==> src/rtl/bus_pkg.sv <==
// Shared definitions for the femtorv32 N-slave bus decoder: FSM encodings,
// default error read data and the standard mem/leds/uart/timer windows.
package bus_pkg;

  typedef enum logic [1:0] {
    ST_IDLE    = 2'd0,
    ST_RD_WAIT = 2'd1,
    ST_RD_ERR  = 2'd2
  } bus_state_t;

  localparam logic [31:0] ERR_RDATA_DEFAULT = 32'hDEAD_BEEF;

  localparam logic [31:0] MEM_BASE    = 32'h0000_0000;
  localparam logic [31:0] LEDS_BASE   = 32'h1000_0000;
  localparam logic [31:0] UART_BASE   = 32'h2000_0000;
  localparam logic [31:0] TIMER_BASE  = 32'h4000_0000;
  localparam logic [31:0] WINDOW_MASK = 32'hF000_0000;

  localparam logic [127:0] DEFAULT_BASE = {TIMER_BASE, UART_BASE, LEDS_BASE, MEM_BASE};
  localparam logic [127:0] DEFAULT_MASK = {4{WINDOW_MASK}};

  // Index width that stays legal for a single-slave build.
  function automatic int idx_width(input int n);
    return (n > 1) ? $clog2(n) : 1;
  endfunction

endpackage

==> src/rtl/bus_addr_match.sv <==
// Combinational address matcher: one-hot hit vector (lowest index wins on
// overlapping windows), encoded index of the winner, and an any-hit flag.
module bus_addr_match
  import bus_pkg::*;
#(
  parameter int                       NUM_SLAVES = 4,
  parameter logic [32*NUM_SLAVES-1:0] SLAVE_BASE = DEFAULT_BASE,
  parameter logic [32*NUM_SLAVES-1:0] SLAVE_MASK = DEFAULT_MASK,
  localparam int                      IDX_W      = idx_width(NUM_SLAVES)
) (
  input  logic [31:0]           i_addr,
  output logic [NUM_SLAVES-1:0] o_hit,
  output logic [IDX_W-1:0]      o_idx,
  output logic                  o_any_hit
);

  logic [NUM_SLAVES-1:0] w_raw_hit;

  genvar gi;
  generate
    for (gi = 0; gi < NUM_SLAVES; gi++) begin : g_cmp
      assign w_raw_hit[gi] = ((i_addr & SLAVE_MASK[32*gi +: 32]) == SLAVE_BASE[32*gi +: 32]);
    end
  endgenerate

  // Scan downward so the lowest matching index is the last one written.
  always_comb begin
    o_hit = '0;
    o_idx = '0;
    for (int i = NUM_SLAVES - 1; i >= 0; i--) begin
      if (w_raw_hit[i]) begin
        o_hit    = '0;
        o_hit[i] = 1'b1;
        o_idx    = IDX_W'(i);
      end
    end
  end

  assign o_any_hit = |w_raw_hit;

endmodule

==> src/rtl/bus_decoder_n.sv <==
// N-slave address decoder and read-data router for the femtorv32 bus.
// Optional read watchdog enabled by defining BUS_TIMEOUT_EN.
module bus_decoder_n
  import bus_pkg::*;
#(
  parameter int                       NUM_SLAVES = 4,
  parameter logic [32*NUM_SLAVES-1:0] SLAVE_BASE = DEFAULT_BASE,
  parameter logic [32*NUM_SLAVES-1:0] SLAVE_MASK = DEFAULT_MASK,
  parameter logic [31:0]              ERR_RDATA  = ERR_RDATA_DEFAULT,
`ifdef BUS_TIMEOUT_EN
  parameter int                       TIMEOUT_CYCLES = 255,
`endif
  localparam int                      IDX_W      = idx_width(NUM_SLAVES)
) (
  input  logic                    clk,
  input  logic                    resetn,
  input  logic [31:0]             m_addr,
  input  logic                    m_rstrb,
  input  logic [3:0]              m_wmask,
  output logic [31:0]             m_rdata,
  output logic                    m_rbusy,
  output logic                    m_wbusy,
  output logic [NUM_SLAVES-1:0]   s_rstrb,
  output logic [4*NUM_SLAVES-1:0] s_wmask,
  input  logic [32*NUM_SLAVES-1:0] s_rdata,
  input  logic [NUM_SLAVES-1:0]   s_rbusy,
  input  logic [NUM_SLAVES-1:0]   s_wbusy,
  input  logic                    err_clr,
  output logic                    err_flag,
  output logic [31:0]             err_addr
);

  logic [NUM_SLAVES-1:0] w_hit;
  logic [IDX_W-1:0]      w_idx;
  logic                  w_any_hit;
  logic                  w_rd_accept;
  logic                  w_wr;
  logic                  w_unmapped;
  bus_state_t            r_state;
  bus_state_t            w_state_next;
  logic [IDX_W-1:0]      r_rd_idx;

  bus_addr_match #(
    .NUM_SLAVES (NUM_SLAVES),
    .SLAVE_BASE (SLAVE_BASE),
    .SLAVE_MASK (SLAVE_MASK)
  ) u_match (
    .i_addr    (m_addr),
    .o_hit     (w_hit),
    .o_idx     (w_idx),
    .o_any_hit (w_any_hit)
  );

  assign w_rd_accept = m_rstrb && (r_state == ST_IDLE);
  assign w_wr        = |m_wmask;
  assign w_unmapped  = !w_any_hit && (w_rd_accept || w_wr);

  genvar gi;
  generate
    for (gi = 0; gi < NUM_SLAVES; gi++) begin : g_fwd
      assign s_rstrb[gi]        = w_rd_accept && w_hit[gi];
      assign s_wmask[4*gi +: 4] = w_hit[gi] ? m_wmask : 4'b0000;
    end
  endgenerate

  assign m_wbusy = w_wr && |(s_wbusy & w_hit);
  assign m_rbusy = (r_state == ST_RD_WAIT) && s_rbusy[r_rd_idx];
  assign m_rdata = (r_state == ST_RD_ERR) ? ERR_RDATA : s_rdata[32*r_rd_idx +: 32];

`ifdef BUS_TIMEOUT_EN
  localparam int CNT_W = $clog2(TIMEOUT_CYCLES + 1);
  logic [CNT_W-1:0] r_to_cnt;
  logic [31:0]      r_rd_addr;
  logic             w_timeout;

  always_ff @(posedge clk or negedge resetn) begin
    if (!resetn) begin
      r_to_cnt  <= '0;
      r_rd_addr <= '0;
    end else if (w_rd_accept && w_any_hit) begin
      r_to_cnt  <= '0;
      r_rd_addr <= m_addr;
    end else if (r_state == ST_RD_WAIT) begin
      r_to_cnt  <= r_to_cnt + CNT_W'(1);
    end
  end

  // Fires on the last of TIMEOUT_CYCLES wait cycles if the slave is still busy.
  assign w_timeout = (r_state == ST_RD_WAIT) && s_rbusy[r_rd_idx] &&
                     (r_to_cnt == CNT_W'(TIMEOUT_CYCLES - 1));
`endif

  always_comb begin
    w_state_next = r_state;
    case (r_state)
      ST_IDLE: begin
        if (m_rstrb) w_state_next = w_any_hit ? ST_RD_WAIT : ST_RD_ERR;
      end
      ST_RD_WAIT: begin
        if (!s_rbusy[r_rd_idx]) w_state_next = ST_IDLE;
`ifdef BUS_TIMEOUT_EN
        else if (w_timeout) w_state_next = ST_RD_ERR;
`endif
      end
      ST_RD_ERR: w_state_next = ST_IDLE;
      default:   w_state_next = ST_IDLE;
    endcase
  end

  always_ff @(posedge clk or negedge resetn) begin
    if (!resetn) begin
      r_state  <= ST_IDLE;
      r_rd_idx <= '0;
    end else begin
      r_state <= w_state_next;
      if (w_rd_accept && w_any_hit) r_rd_idx <= w_idx;
    end
  end

  // Only the first error since the last clear is captured.
  always_ff @(posedge clk or negedge resetn) begin
    if (!resetn) begin
      err_flag <= 1'b0;
      err_addr <= '0;
    end else if (err_clr) begin
      err_flag <= 1'b0;
    end else if (!err_flag) begin
      if (w_unmapped) begin
        err_flag <= 1'b1;
        err_addr <= m_addr;
      end
`ifdef BUS_TIMEOUT_EN
      else if (w_timeout) begin
        err_flag <= 1'b1;
        err_addr <= r_rd_addr;
      end
`endif
    end
  end

endmodule
==> config.mk <==
export PLATFORM = sky130hd
export DESIGN_NAME = bus_decoder_n
export DESIGN_NICKNAME = d
export VERILOG_FILES = /design/src/rtl/bus_pkg.sv /design/src/rtl/bus_addr_match.sv /design/src/rtl/bus_decoder_n.sv
export SDC_FILE = /design/constraint.sdc
export NUM_CORES = 1
export LEC_CHECK = 0
export CORE_MARGIN = 8
export CORE_UTILIZATION = 31
export CTS_CLUSTER_SIZE = 8
export DETAILED_ROUTE_END_ITERATION = 12
export PLACE_DENSITY = 0.82
export SLEW_MARGIN = 20
export SYNTH_ARGS = -nofsm -noshare
export SYNTH_HDL_FRONTEND = slang
export SYNTH_SLANG_ARGS = --single-unit
==> constraint.sdc <==
create_clock -name clk -period 2.61 [get_ports clk]
set_clock_uncertainty 0.15 [all_clocks]
set_input_delay 0.522 -clock clk [delete_from_list [all_inputs] [get_ports clk]]
set_output_delay 0.522 -clock clk [all_outputs]
set_load 0.03 [all_outputs]
### After elaboration in Yosys (flattened, before gate mapping)

Cells that the tools add are included.

* register bits: 37
* bits in latches: 0
* RAM bits: 0
* bits in read-only memories: 0
* output and inout bits: 87
* word-level logic and storage cells: 56
* memories: 0

* $add $sub $neg: 0
* multipliers: 0
* divide/modulo/power cells: 0
* magnitude comparators: 1
* equal/unequal tests: 7
* shift-type cells: 1
* mux-type cells: 22
* bitwise operators: 3
* reduce and logical (&&, ||, !) cells: 18

Operator list (number)
* 128-bit by 8-bit indexed part select with 32-bit output: 1
* 32-bit zero test: 1
* 32-bit 2-to-1 mux: 1
* 4-bit 2-to-1 mux: 8
* 2-bit 2-to-1 mux: 7
* 4-bit OR reduction: 3
* 1-bit logical AND: 9
* 4-bit bitwise AND: 1
* 4-bit by 1-bit == test with 1-bit output (second input constant): 1
* 4-bit by 2-bit == test with 1-bit output (second input constant): 1
* 4-bit by 3-bit == test with 1-bit output (second input constant): 1
* 1-bit 2-to-1 mux: 4
* 2-bit != test (second input constant): 2
* 2-bit one-hot mux with 2 select lines: 1
* 2-bit by 3-bit less-than comparator with 1-bit output (second input constant): 1
* 3-bit AND reduction: 1
* 1-bit binary-select mux with 2-bit select: 1
* 2-bit by 1-bit == test with 1-bit output (second input constant): 1
* 2-bit == test (second input constant): 1
* 2-bit zero test: 1
* 1-bit NOT: 2
* 2-bit AND reduction: 1
* 1-bit zero test: 1
* 1-bit logical OR: 1

### Logic depth before layout (Yosys ltp)

* depth in word-level cells: 8
* depth in mapped cells: 5

### By module

A second synthesis with hierarchy kept.

* cells, all modules: 202
* area, all modules: 2703.8 um^2

Modules (own cells, without submodules)
* bus_decoder_n: instances 1, cells each 189, area an instance 2582.5 um^2
* bus_addr_match: instances 1, cells each 13, area an instance 121.4 um^2

### Least setup slack after synthesis

Ideal clock, no wire load.

* path type: input -> output
* start point: input m_addr[29]
* end point: output m_wbusy
* data arrival time: 2054 ps
* setup slack: -116 ps
* cell stages on the path: 4
* cells stage by stage: buf_6 > nor4b_1 > a22oi_1 > a21boi_0

* longest elaborated chain between the ends: 8
* elaborated cells between the ends (all ways): 11
* classes of those cells: eq/ne: 3; mux: 4; bitwise: 1; reduce/logical: 3

RTL lines
* start: declaration: RTL line bus_decoder_n.sv:17 `input logic [31:0] m_addr,`
* 4-bit by 3-bit == test with 1-bit output: RTL line bus_addr_match.sv:22 `assign w_raw_hit[gi] = ((i_addr & SLAVE_MASK[32*gi +: 32]) == SLAVE_BASE[32*gi +: 32]);`
* 4-bit 2-to-1 mux (3 in series): RTL line bus_addr_match.sv:31 `if (w_raw_hit[i]) begin`
* 4-bit 2-to-1 mux *: RTL line bus_addr_match.sv:31
* 4-bit bitwise AND *: RTL line bus_decoder_n.sv:66 `assign m_wbusy = w_wr && |(s_wbusy & w_hit);`
* 4-bit OR reduction *: RTL line bus_decoder_n.sv:66
* 1-bit logical AND *: RTL line bus_decoder_n.sv:66
* end: declaration: RTL line bus_decoder_n.sv:22 `output logic m_wbusy,`

Every way passes the cells marked *; elsewhere a longest branch is shown, timed or not.

### Worst setup path after layout

* start point: register r_rd_idx[0]
* end point: output m_rdata[29]

* longest elaborated chain between the ends: 2

RTL lines
* start: declaration: RTL line bus_decoder_n.sv:41 `logic [IDX_W-1:0] r_rd_idx;`
* start signal: assignment: RTL line bus_decoder_n.sv:116 `if (w_rd_accept && w_any_hit) r_rd_idx <= w_idx;`
* 128-bit by 8-bit indexed part select with 32-bit output: RTL line bus_decoder_n.sv:68 `assign m_rdata = (r_state == ST_RD_ERR) ? ERR_RDATA : s_rdata[32*r_rd_idx +: 32];`
* 32-bit 2-to-1 mux: RTL line bus_decoder_n.sv:68
* end: declaration: RTL line bus_decoder_n.sv:20 `output logic [31:0] m_rdata,`

No other way between the ends.

==> metrics <==
final hold viol count 0; post-synthesis cell area 0.00283 sq mm; Final Cycle Share 99.3%; Top Ports 263; CP max FO 7; max-slew violation count 0; Least-Margin Pin Slew 807 ps; Layout Area Growth over Synthesis 109%; CTS sink cnt 37; max_cap viols 0; dpl cells 586; DRC 0; All-Layer GR Usage 20.5%; min Tclk post-route 2590 ps; sequential fraction of the synthesis area 32.7%; critical path startpoint category flop; row cnt 35; Core Box Area 0.00906 sq mm; Yosys reg bits 37; Final WS setup 17.4 ps; top post-synthesis cells by area dfrtp_1 (33%), mux4_2 (25%), mux2_4 (16%); crit end category output pin; initial antenna violation count 0; leakage 2.58 nW; fraction of layout cells with a size suffix above 1 41.3%; fmax 0.386 GHz; r2r setup slk 730 ps; # hold bufs at CTS 0; die width 112 um; Worst-Skew Late Latency 280 ps; Mean Syn Cell Area 13.9 sq um; footprint of the multi-input gates 0.00185 sq mm; hold slack 168 ps; CP Data Arrival Time 1920 ps; crit path from r_rd_idx[0]; largest family of logic cells by synthesized area multiplexers; Post-Layout Cell Count 603; Starting Density 31.2%; largest area contributor in the netlist dfrtp_1; worst r2r src r_state[0]; placer's final routability congestion estimate 0.857; total number of vias 2946; clock tree buffer depth 2; final WL 13.2 mm; synth cell count leaders dfrtp_1 (37), mux4_2 (32), mux2_4 (30); status finished, final reports clean; Synth warnings 0; Post-DP HPWL 11.0 mm; Setup Viol. Count Final 0; post-synthesis mux area share 42.5%; EDFF count, synth 0; Synthesized Nets 380; Reg2Reg Capture Point r_rd_idx[1]; Rel. slew slack 46.2%; gr ovfl total 0; CTS tree yes; simple-gate share of the synthesized area 16.0%; Synth Area in Adders 0.354%; htree depth 2; Antenna Nets Post-Route 0; TritonCTS Buffers 5; vias in the first global route 3348; root buffer cell clkbuf_8; Post-synth top flop dfrtp_1; Async SR Flop Fraction 100%; drt pass-1 iters 4; Via density 4.89; Distinct cells, synth 33; Hold Crit Class in2async; VDD IR max 0.492 mV; post-synthesis cell count 204; r2r worst-path depth 4; Iter 0 DRT Violations 176; Port Buffers 262; Inserted Diodes 0; Compound-Gate Fraction of Synth Area 4.20%; register area 927 sq um; RSZ-0062 raised after global routing yes; crit path kind reg2out; largest net degree at the start of global routing 38; data required time of the critical path 1940 ps; Synth Area in XOR/XNOR 0%; DP Worst Slack -352 ps; Synth top area share 32.7%; routed len/inst 21.9 um; count leader, synth dfrtp_1; Filler cells 725; CTS clock-pin slew for the worst setup and hold paths 80 ps; Nets 668; power per standard cell area 660 mW/mm^2; die height 112 um; Die ar. 0.0124 sq mm; first-pass GRT wire length 20.0 mm
[cells by family (layout without fill, tap and decap cells)]
| kind of cell | Yosys count | after routing |
|---|---|---|
| flops | 37 | 37 |
| fa+ha+maj | 1 | 1 |
| simple gates | 69 | 69 |
| buf+inv | 19 | 307 |
| mux | 65 | 65 |
| compound gates | 13 | 13 |
[state kept, by name (all words and copies together) (netlist names)]
signal    count
err_addr     32
err_flag      1
r_rd_idx      2
r_state       2
[per-layer routing]
metal  vias up  wire length [um]  GRT usage (%)
met1      1435              4740           20.9
met4         0               193           4.38
met3        10              1210           7.47
met2       157              7080           38.9
met5         -                 0              0
li1       1344                 -              -
[where the power goes]
group,total [mW],switching (mW),internal (mW)
registers,0.778,0.0811,0.696
logic,2.74,1.26,1.48
clock network,0.389,0.204,0.185
total,3.91,1.54,2.37
[per-stage QoR]
| stage | setup TNS, ps | power [mW] | util [%] | instance area, sq um |
|---|---|---|---|---|
| floorplan | 0 | 2.30 | - | 2830 |
| global placement | -7150 | 3.41 | 62.7 | 5690 |
| detailed placement | -8230 | 3.44 | 62.7 | 5690 |
| CTS | -66.7 | 3.82 | 63.9 | 5790 |
| global route | -299 | 4.11 | 65.3 | 5920 |
| finish | 0 | 3.91 | 65.3 | 5920 |
[layout make-up]
| type | count | area share [%] |
|---|---|---|
| inverters | 1 | 0.0634 |
| clock inverters | 1 | 0.148 |
| flip-flops and latches | 37 | 15.7 |
| clock buffers | 6 | 1.23 |
| repair buffers | 299 | 49.4 |
| multi-input cells | 148 | 31.2 |
| well taps | 111 | 2.34 |
[how the worst max path moves through the flow]
stage | end | slack [ps] | depth (start not counted)
floorplan | m_wbusy | 100 | 4
global placement | m_rdata[6] | -350 | 4
detailed placement | m_rdata[5] | -350 | 4
CTS | m_rdata[2] | -40 | 4
global route | m_rdata[29] | -50 | 6
finish | m_rdata[29] | 20 | 6
[critical path: stages (launching register included)]
cell     delay [ps]
dfrtp_2         410
buf_12          120
buf_12          120
buf_12          130
mux4_2          490
nor2b_1         170
buf_12          190
[cells in the final DEF, fill, tap and decap left out, types with 2 or more instances in the layout]
cell,count
a2111oi_0,2
a211o_1,2
a21oi_1,2
and2_1,17
and2_2,4
buf_12,9
buf_2,14
buf_4,54
buf_6,13
clkbuf_16,2
clkbuf_8,5
clkdlybuf4s50_1,200
dfrtp_1,36
dlygate4sd2_1,4
dlymetal6s2s_1,3
mux2_2,2
mux2_4,30
mux4_2,32
nand3b_1,2
nor2_1,3
nor2b_1,7
nor2b_4,3
nor4b_2,2
o22a_1,2
or2_2,24
[timing repair]
action | CTS | global route
setup endpoints to repair | 49 | 28
gates resized for setup | 98 | 39
cloned | 0 | 2
buffers inserted | 5 | 3
pin swaps | 1 | 2
(Power assumes the default switching activity.)
